===== src/rtl/i4_neighbour_ctx.sv =====
// Sub-block sequencer and neighbour-context buffer for 4x4 intra prediction over one macroblock.
// Presents left/top-left/top/top-right pixels per sub-block and absorbs each reconstruction.
module i4_neighbour_ctx #(
    parameter int unsigned PIX_W = 8,
    parameter int unsigned N     = 4,
    localparam int unsigned W     = 4 * N,
    localparam int unsigned IDX_W = $clog2(N * N)
) (
    input  logic                     clk,
    input  logic                     rst_n,
    input  logic                     start,
    input  logic [PIX_W-1:0]         mb_top_left,
    input  logic [PIX_W*(W+4)-1:0]   mb_top,
    input  logic [PIX_W*W-1:0]       mb_left,
    output logic                     nb_valid,
    input  logic                     nb_ready,
    output logic [IDX_W-1:0]         nb_idx,
    output logic [4*PIX_W-1:0]       nb_left,
    output logic [PIX_W-1:0]         nb_top_left,
    output logic [4*PIX_W-1:0]       nb_top,
    output logic [4*PIX_W-1:0]       nb_top_right,
    input  logic                     rec_valid,
    output logic                     rec_ready,
    input  logic [16*PIX_W-1:0]      rec_blk,
    output logic                     busy,
    output logic                     done
);

    localparam int unsigned TW   = W + 4;
    localparam int unsigned RC_W = $clog2(N);
    localparam int unsigned TA_W = $clog2(TW);
    localparam int unsigned LA_W = $clog2(W);

    typedef enum logic [1:0] {
        S_IDLE,
        S_EMIT,
        S_WAIT_REC,
        S_DONE
    } state_t;

    state_t state;

    logic [PIX_W-1:0] tbuf   [TW];
    logic [PIX_W-1:0] tbuf_d [TW];
    logic [PIX_W-1:0] lbuf   [W];
    logic [PIX_W-1:0] lbuf_d [W];
    logic [PIX_W-1:0] rcol   [4];
    logic [PIX_W-1:0] rcol_d [4];
    logic [PIX_W-1:0] corner, corner_d;
    logic [RC_W-1:0]  row, row_d, col, col_d;
    logic [IDX_W-1:0] idx, idx_d;

    logic [4*PIX_W-1:0] nb_left_d, nb_top_d, nb_top_right_d;

    logic        load, accept, last;
    int unsigned c_i, r_i, cn, rn;

    assign load   = (state == S_IDLE) && start;
    assign accept = (state == S_WAIT_REC) && rec_valid;
    assign last   = (idx == IDX_W'(N * N - 1));
    assign nb_idx = idx;

    // Interior recon pixels never become neighbour context.
    logic unused_rec;
    assign unused_rec = ^rec_blk;

    // Next context and the bundle for the sub-block that will be current after this edge.
    always_comb begin
        tbuf_d         = tbuf;
        lbuf_d         = lbuf;
        rcol_d         = rcol;
        corner_d       = corner;
        row_d          = row;
        col_d          = col;
        idx_d          = idx;
        nb_left_d      = '0;
        nb_top_d       = '0;
        nb_top_right_d = '0;
        c_i            = 32'(col);
        r_i            = 32'(row);

        if (load) begin
            for (int k = 0; k < int'(TW); k++) begin
                tbuf_d[k] = mb_top[k*PIX_W +: PIX_W];
            end
            for (int k = 0; k < int'(W); k++) begin
                lbuf_d[k] = mb_left[k*PIX_W +: PIX_W];
            end
            corner_d = mb_top_left;
            row_d    = '0;
            col_d    = '0;
            idx_d    = '0;
        end else if (accept) begin
            for (int k = 0; k < 4; k++) begin
                tbuf_d[TA_W'(4 * c_i + 32'(k))] = rec_blk[(12 + k)*PIX_W +: PIX_W];
                rcol_d[k]                       = rec_blk[(4 * k + 3)*PIX_W +: PIX_W];
            end
            // Corner for the next block is the pixel above-right of this one, or the left column at a row wrap.
            corner_d = (col == RC_W'(N - 1)) ? lbuf[LA_W'(4 * r_i + 3)]
                                             : tbuf[TA_W'(4 * c_i + 3)];
            if (!last) begin
                idx_d = idx + IDX_W'(1);
                if (col == RC_W'(N - 1)) begin
                    col_d = '0;
                    row_d = row + RC_W'(1);
                end else begin
                    col_d = col + RC_W'(1);
                end
            end
        end

        cn = 32'(col_d);
        rn = 32'(row_d);
        for (int k = 0; k < 4; k++) begin
            nb_top_d[k*PIX_W +: PIX_W]       = tbuf_d[TA_W'(4 * cn + 32'(k))];
            nb_top_right_d[k*PIX_W +: PIX_W] = tbuf_d[TA_W'(4 * cn + 4 + 32'(k))];
            nb_left_d[k*PIX_W +: PIX_W]      = (col_d == '0) ? lbuf_d[LA_W'(4 * rn + 32'(k))]
                                                             : rcol_d[k];
        end
    end

    // Sequencer, context registers and registered bundle.
    always_ff @(posedge clk or negedge rst_n) begin
        if (!rst_n) begin
            state        <= S_IDLE;
            nb_valid     <= 1'b0;
            rec_ready    <= 1'b0;
            busy         <= 1'b0;
            done         <= 1'b0;
            for (int k = 0; k < int'(TW); k++) begin
                tbuf[k] <= '0;
            end
            for (int k = 0; k < int'(W); k++) begin
                lbuf[k] <= '0;
            end
            for (int k = 0; k < 4; k++) begin
                rcol[k] <= '0;
            end
            corner       <= '0;
            row          <= '0;
            col          <= '0;
            idx          <= '0;
            nb_left      <= '0;
            nb_top       <= '0;
            nb_top_right <= '0;
            nb_top_left  <= '0;
        end else begin
            tbuf         <= tbuf_d;
            lbuf         <= lbuf_d;
            rcol         <= rcol_d;
            corner       <= corner_d;
            row          <= row_d;
            col          <= col_d;
            idx          <= idx_d;
            nb_left      <= nb_left_d;
            nb_top       <= nb_top_d;
            nb_top_right <= nb_top_right_d;
            nb_top_left  <= corner_d;

            case (state)
                S_IDLE: begin
                    if (start) begin
                        state    <= S_EMIT;
                        nb_valid <= 1'b1;
                        busy     <= 1'b1;
                    end
                end
                S_EMIT: begin
                    if (nb_ready) begin
                        state     <= S_WAIT_REC;
                        nb_valid  <= 1'b0;
                        rec_ready <= 1'b1;
                    end
                end
                S_WAIT_REC: begin
                    if (rec_valid) begin
                        rec_ready <= 1'b0;
                        if (last) begin
                            state <= S_DONE;
                            done  <= 1'b1;
                        end else begin
                            state    <= S_EMIT;
                            nb_valid <= 1'b1;
                        end
                    end
                end
                S_DONE: begin
                    state <= S_IDLE;
                    done  <= 1'b0;
                    busy  <= 1'b0;
                end
                default: begin
                    state <= S_IDLE;
                end
            endcase
        end
    end

endmodule

===== config.mk =====
export PLATFORM = sky130hd
export DESIGN_NAME = i4_neighbour_ctx
export DESIGN_NICKNAME = d
export VERILOG_FILES = /design/src/rtl/i4_neighbour_ctx.sv
export SDC_FILE = /design/constraint.sdc
export NUM_CORES = 1
export LEC_CHECK = 0
export CORE_AREA = 2 2 213 215
export CTS_CLUSTER_DIAMETER = 120
export DETAILED_ROUTE_END_ITERATION = 7
export DIE_AREA = 0 0 215 217
export PLACE_DENSITY = 0.77
export SYNTH_ARGS = -nofsm -noshare
export SYNTH_HDL_FRONTEND = slang
export SYNTH_SLANG_ARGS = --single-unit

===== constraint.sdc =====
create_clock -name clk -period 6.9 [get_ports clk]
set_input_delay 1.38 -clock clk [delete_from_list [all_inputs] [get_ports clk]]
set_output_delay 1.38 -clock clk [all_outputs]
set_load 0.005 [all_outputs]

# Word level (Yosys, flattened, before mapping)
# Index checks and enable logic that the tools add are counted.
# totals
ff_bits	438
latch_bits	0
ram_bits	0
romBits	0
inputBits	429
output_inout_bits	112
elab_cells	231
memories	0
# classes
addsub	17
mul	0
div	0
n_lt_le_gt_ge	21
eq_ne	11
shifts	0
n_mux	94
bitwise	17
n_reduce_logical	19
# op_table
cell	count
bitwise mux 160 bit	4
binary-select mux 8 bit (select 5 bit)	9
2-to-1 mux 160 bit	2
2-to-1 mux 8 bit	39
binary-select mux 8 bit (select 4 bit)	5
demux 8 bit (select 5 bit)	4
2-to-1 mux 128 bit	1
>= comparator 6 bit (second input constant)	12
2-to-1 mux 32 bit	2
NOT 5 -> 6 bit	10
>= comparator 5 bit (second input constant)	5
NOT 4 -> 5 bit	5
< comparator 6 x 1 -> 1 bit (second input constant)	4
2-to-1 mux 2 bit	12
adder 4 x 2 -> 5 bit (second input constant)	4
adder 4 x 2 -> 4 bit (second input constant)	3
2-to-1 mux 4 bit	3
inequality test 2 bit (second input constant)	6
NOT 4 -> 6 bit	2
adder 4 x 1 -> 5 bit (second input constant)	2
adder 5 x 2 -> 5 bit (second input constant)	2
AND reduction 3 bit	3
adder 4 x 1 -> 4 bit (second input constant)	2
2-to-1 mux 1 bit	8
other kinds (15)	30

# Logic depth before layout (Yosys ltp)
# logic_depth
ltp_word	14
mapped_depth	14
mapped_depth_nobuf	9

# Least setup slack after synthesis
# OpenSTA, ideal clock, no wires.
# synth_timing
path_kind	input -> register
startpoint	input port rec_valid
endpoint	register nb_top_right[0]
setup_time_ns	0.130
arrival_ns	3.612
slack_ns	3.159
cell_stages	13
path_cell_list	nand3b_1 -> or4_1 -> clkbuf_1 -> nand2_1 -> buf_2 -> buf_2 -> ha_1 -> nand2b_1 -> and3b_1 -> buf_2 -> buf_6 -> a22oi_1 -> nand3_1
# synth_between
elab_chain_len	8
elab_cells_between_ends	10
cone_classes	add/sub (1); mux (7); bitwise (1); reduce/logical (1)
# synth_rtl
item	line	rtl
start, declared	22	input logic rec_valid,
logical AND 1 bit	59	assign accept = (state == S_WAIT_REC) && rec_valid;
2-to-1 mux 2 bit	93	end else if (accept) begin
2-to-1 mux 2 bit	82	if (load) begin
named net col_d[0]	50	logic [RC_W-1:0] row, row_d, col, col_d;
adder 4 x 3 -> 5 bit	116	nb_top_right_d[k*PIX_W +: PIX_W] = tbuf_d[TA_W'(4 * cn + 4 + 32'(k))];
NOT 5 -> 6 bit (not written as such)	116	
binary-select mux 8 bit (select 5 bit)	116	
2-to-1 mux 8 bit (not written as such) (2 in a row)	116	
named net nb_top_right_d[0]	53	logic [4*PIX_W-1:0] nb_left_d, nb_top_d, nb_top_right_d;
end signal, assigned	157	nb_top_right <= nb_top_right_d;
end, declared	21	output logic [4*PIX_W-1:0] nb_top_right,
# The timed path passes the listed nets, and every way through them passes these cells. The select of a mux whose other input is x is not followed.
# A chain may end at the register's enable or synchronous reset.

# Final worst setup path
# layout_timing
startpoint	input port rec_valid
endpoint	register nb_left[30]
# layout_between
elab_chain_len	9
elab_cells_between_ends	14
cone_classes	add/sub (1); mux (10); bitwise (1); reduce/logical (2)
# layout_rtl
item	line	rtl
logical AND 1 bit *	59	
2-to-1 mux 2 bit	93	
2-to-1 mux 2 bit	82	
adder 4 x 2 -> 4 bit	117	nb_left_d[k*PIX_W +: PIX_W] = (col_d == '0) ? lbuf_d[LA_W'(4 * rn + 32'(k))]
NOT 4 -> 5 bit (not written as such)	117	
binary-select mux 8 bit (select 4 bit)	117	
2-to-1 mux 8 bit (not written as such) (2 in a row)	117	
2-to-1 mux 8 bit *	117	
named net nb_left_d[30]	53	
end signal, assigned	155	nb_left <= nb_left_d;
end, declared	18	output logic [4*PIX_W-1:0] nb_left,
# The timed path passes the listed nets; every way through them passes the cells marked *. The select of a mux whose other input is x is not followed.

==> run summary <==
largest net degree at the start of global routing -> 243
H-tree depth -> 2
Sw Share -> 37.2%
CTS tree -> yes
Max Cap Viol -> 0
total number of vias -> 18500
peak supply drop -> 0.257 mV
Setup crit end kind -> flop
Lkg Pwr -> 12.3 nW
largest family of logic cells by synthesized area -> simple AND/OR/NAND/NOR gates
Worst-Margin Slew -> 1200 ps
fin crit share -> 79.4%
final hold slack -> 472 ps
Post-synth EDFFs -> 0
number of global-route vias before repair -> 19100
Yosys cell types -> 60
Post-Synth Adder-Cell Area -> 0.604%
Synth Area in XOR/XNOR -> 0.127%
Antenna Nets Post-Route -> 0
Post-CTS Setup Bufs -> 0
Synth area leader -> dfrtp_1
Starting Density -> 46.3%
post-cts hold buffer count -> 0
Compound-Gate Fraction of Synth Area -> 15.1%
Comb pwr share -> 43.5%
CP max FO -> 45
synth warn -> 0
syn_nets -> 2528
outcome -> complete, no violations
DR iter-0 viols -> 2108
DR DRC count -> 0
I/O pins -> 541
WL final -> 72300 um
post-synthesis instance total -> 2089
clock root buffer -> clkbuf_16
first-pass GRT wire length -> 110000 um
clock sinks -> 438
top cells by area, synth -> dfrtp_1, nand2_1, mux2i_1, mux2_2, o21ai_0
Worst Hold Class -> flop to flop
Max Slew Vio Count -> 0
maximum root-to-sink buffer count -> 3
CTS clk-pin slew, worst paths -> 60 ps
Die Area -> 46700 um^2
Data required, critical path -> 7380 ps
Final Wtd Congestion -> 0.880
startpoint types -> primary input
Final Skew -> 19.1 ps
Async SR Flop Fraction -> 100%
Fin. Hold Viols -> 0
PwrDens -> 448 nW/um^2
Clock Latency Late Sink -> 580 ps
Syn Area/Cell -> 9.91 um^2
initial antenna violation count -> 17
post-detail-place hpwl -> 46100 um
RSZ-0062 raised after global routing -> no
Setup-failing EPs final -> 0
total gr overflow -> 0
min cycle time layout -> 5480 ps
layout cells sized above 1 -> 8.24%
Max Fclk -> 183 MHz
vias per cell -> 5.96
post-CTS resize count -> 0
sequential share of power -> 36.0%
max_slew headroom -> 20.2%
Crit Path Class -> primary input to flop
std cell rows -> 78
Port Buffers -> 468
DRT Pass-1 Iters -> 6
sequential fraction of the synthesis area -> 52.9%
chip width -> 215 um
CTS buffer count -> 47
flops & latches, synth -> 438
Post-Route Utilization -> 60.7%
Synth top area share -> 52.9%
mux contribution to synthesized area -> 10.4%
Clk pwr share -> 20.5%
GRT Resource Usage Total -> 30.5%
Top FF cell, synth -> dfrtp_1
die height -> 217 um
Final #Nets -> 2895
Switch Pwr -> 4.52 mW
Area Overhead vs Synth -> 31.2%
core box area -> 44700 um^2
mapped cell area -> 20700 um^2
Setup TNS -> 0 ps
Worst EP arrival -> 5960 ps
Synth Area in Simple Gates -> 16.0%
Cell Int Power -> 7.63 mW
post-DR wirelength/cell -> 23.3 um
-- layout by cell type, fill, tap and decap left out, types with 6 or more instances in the layout --
cell               n
nor2_1            42
a31oi_1           54
a211o_1           28
o221ai_1          32
and3_1            34
ha_1               9
mux2_2            66
clkbuf_8          11
a211oi_2           6
inv_1             36
nand4b_1           6
a211oi_1          38
clkdlybuf4s50_1  467
o211a_1           28
clkbuf_1          11
mux4_2            16
o21ai_0          137
clkbuf_16         47
a22oi_1           40
mux2i_1          105
nand2_1          596
buf_4             21
diode_2           14
dfrtp_1          438
a21oi_1           16
o2111ai_1         28
a32oi_1           11
nand3_1           91
-- power groups by stage --
| stage | Clock (mW) | Sequential (mW) | Combinational (mW) |
|---|---|---|---|
| after global placement | 0 | 4.34 | 5.03 |
| final | 2.49 | 4.37 | 5.29 |
| after CTS | 2.52 | 4.36 | 5.24 |
| after floorplan | 0 | 4.26 | 3.30 |
| after detailed placement | 0 | 4.39 | 5.21 |
| after global routing | 2.63 | 4.48 | 5.75 |
-- stage by stage --
step	setup slack (ps)	instance area, um^2	cells	power (mW)
6_report	1420	27100	3101	12.2
5_1_grt	1200	27100	3097	12.9
4_1_cts	1470	27100	3087	12.1
3_5_place_dp	856	25600	3007	9.59
3_3_place_gp	926	25600	3007	9.37
2_1_floorplan	3160	20700	2089	7.56
-- state kept, by name (all words and copies together) (netlist names), 2 cells and up --
name and count:
tbuf 160, lbuf 128, nb_left 32, nb_top 32, nb_top_right 32, rcol 32
corner 8, nb_idx 4, col 2, row 2, state 2
-- layout make-up --
| class | instances | area, um^2 |
|---|---|---|
| Multi-Input combinational cell | 1438 | 8820 |
| Sequential cell | 438 | 11000 |
| Clock inverter | 11 | 129 |
| Clock buffer | 69 | 1370 |
| Timing Repair Buffer | 494 | 4950 |
| Tap cell | 600 | 751 |
| Inverter | 37 | 139 |
| Antenna cell | 14 | 35.0 |
| Fill cell | 3688 | 17500 |
-- layer usage --
layer  track usage [%]  wire length, um
met1              38.1            27500
met4              15.8             3740
met2              49.1            34100
met3              7.73             6850
met5                 0               83
-- kinds of logic (layout without fill, tap and decap cells) --
family	Yosys count	in the layout
muxes	187	187
other	0	14
buffers and inverters	213	611
adders and majority gates	10	10
and+or+nand+nor	793	793
DFF	438	438
xor gates and xnor gates	3	3
AOI/OAI and AO/OA	445	445
-- Yosys cell counts (all sizes together), types with 2 or more instances --
cell and count:
inv 37, nand3b 2, o2111ai 28, o311ai 4
a21o 2, ha 10, dfrtp 438, o221ai 32
or3b 2, o21ai 141, a21oi 19, clkbuf 73
nand2 598, o211ai 4, mux4 16, or4 2
o211a 28, nor2 43, mux2i 105, buf 103
and3 34, mux2 66, nor3b 2, nand3 92
a211oi 44, a31oi 54, a211o 28, a32oi 11
xor2 2, o21a 2, a21boi 3, nand2b 5
nand4b 7, a22oi 40
-- worst paths after layout --
kind | startpoint | end | slack, ps | cells past startpoint
max | rec_valid | nb_left[30]$_DFF_PN0_ | 1420 | 11
min | lbuf[95]$_DFF_PN0_ | lbuf[95]$_DFF_PN0_ | 470 | 2
max reg2reg | state[1]$_DFFE_PN0P_ | nb_left[30]$_DFF_PN0_ | 2140 | 10
min reg2reg | lbuf[95]$_DFF_PN0_ | lbuf[95]$_DFF_PN0_ | 470 | 2
max in group asynchronous | rst_n | nb_top[27]$_DFF_PN0_ | 4550 | 2
min in group asynchronous | rst_n | tbuf[127]$_DFF_PN0_ | 870 | 1
-- critical path, stage by stage --
cell             delay, ps
clkdlybuf4s50_1        760
nand3b_1               600
or3b_1                 550
buf_4                  270
a21oi_4                170
buf_4                  550
inv_2                  340
ha_2                   310
nand3_2                630
a21oi_1                 90
a311oi_1               270
Power figures use the tool's default switching activity.
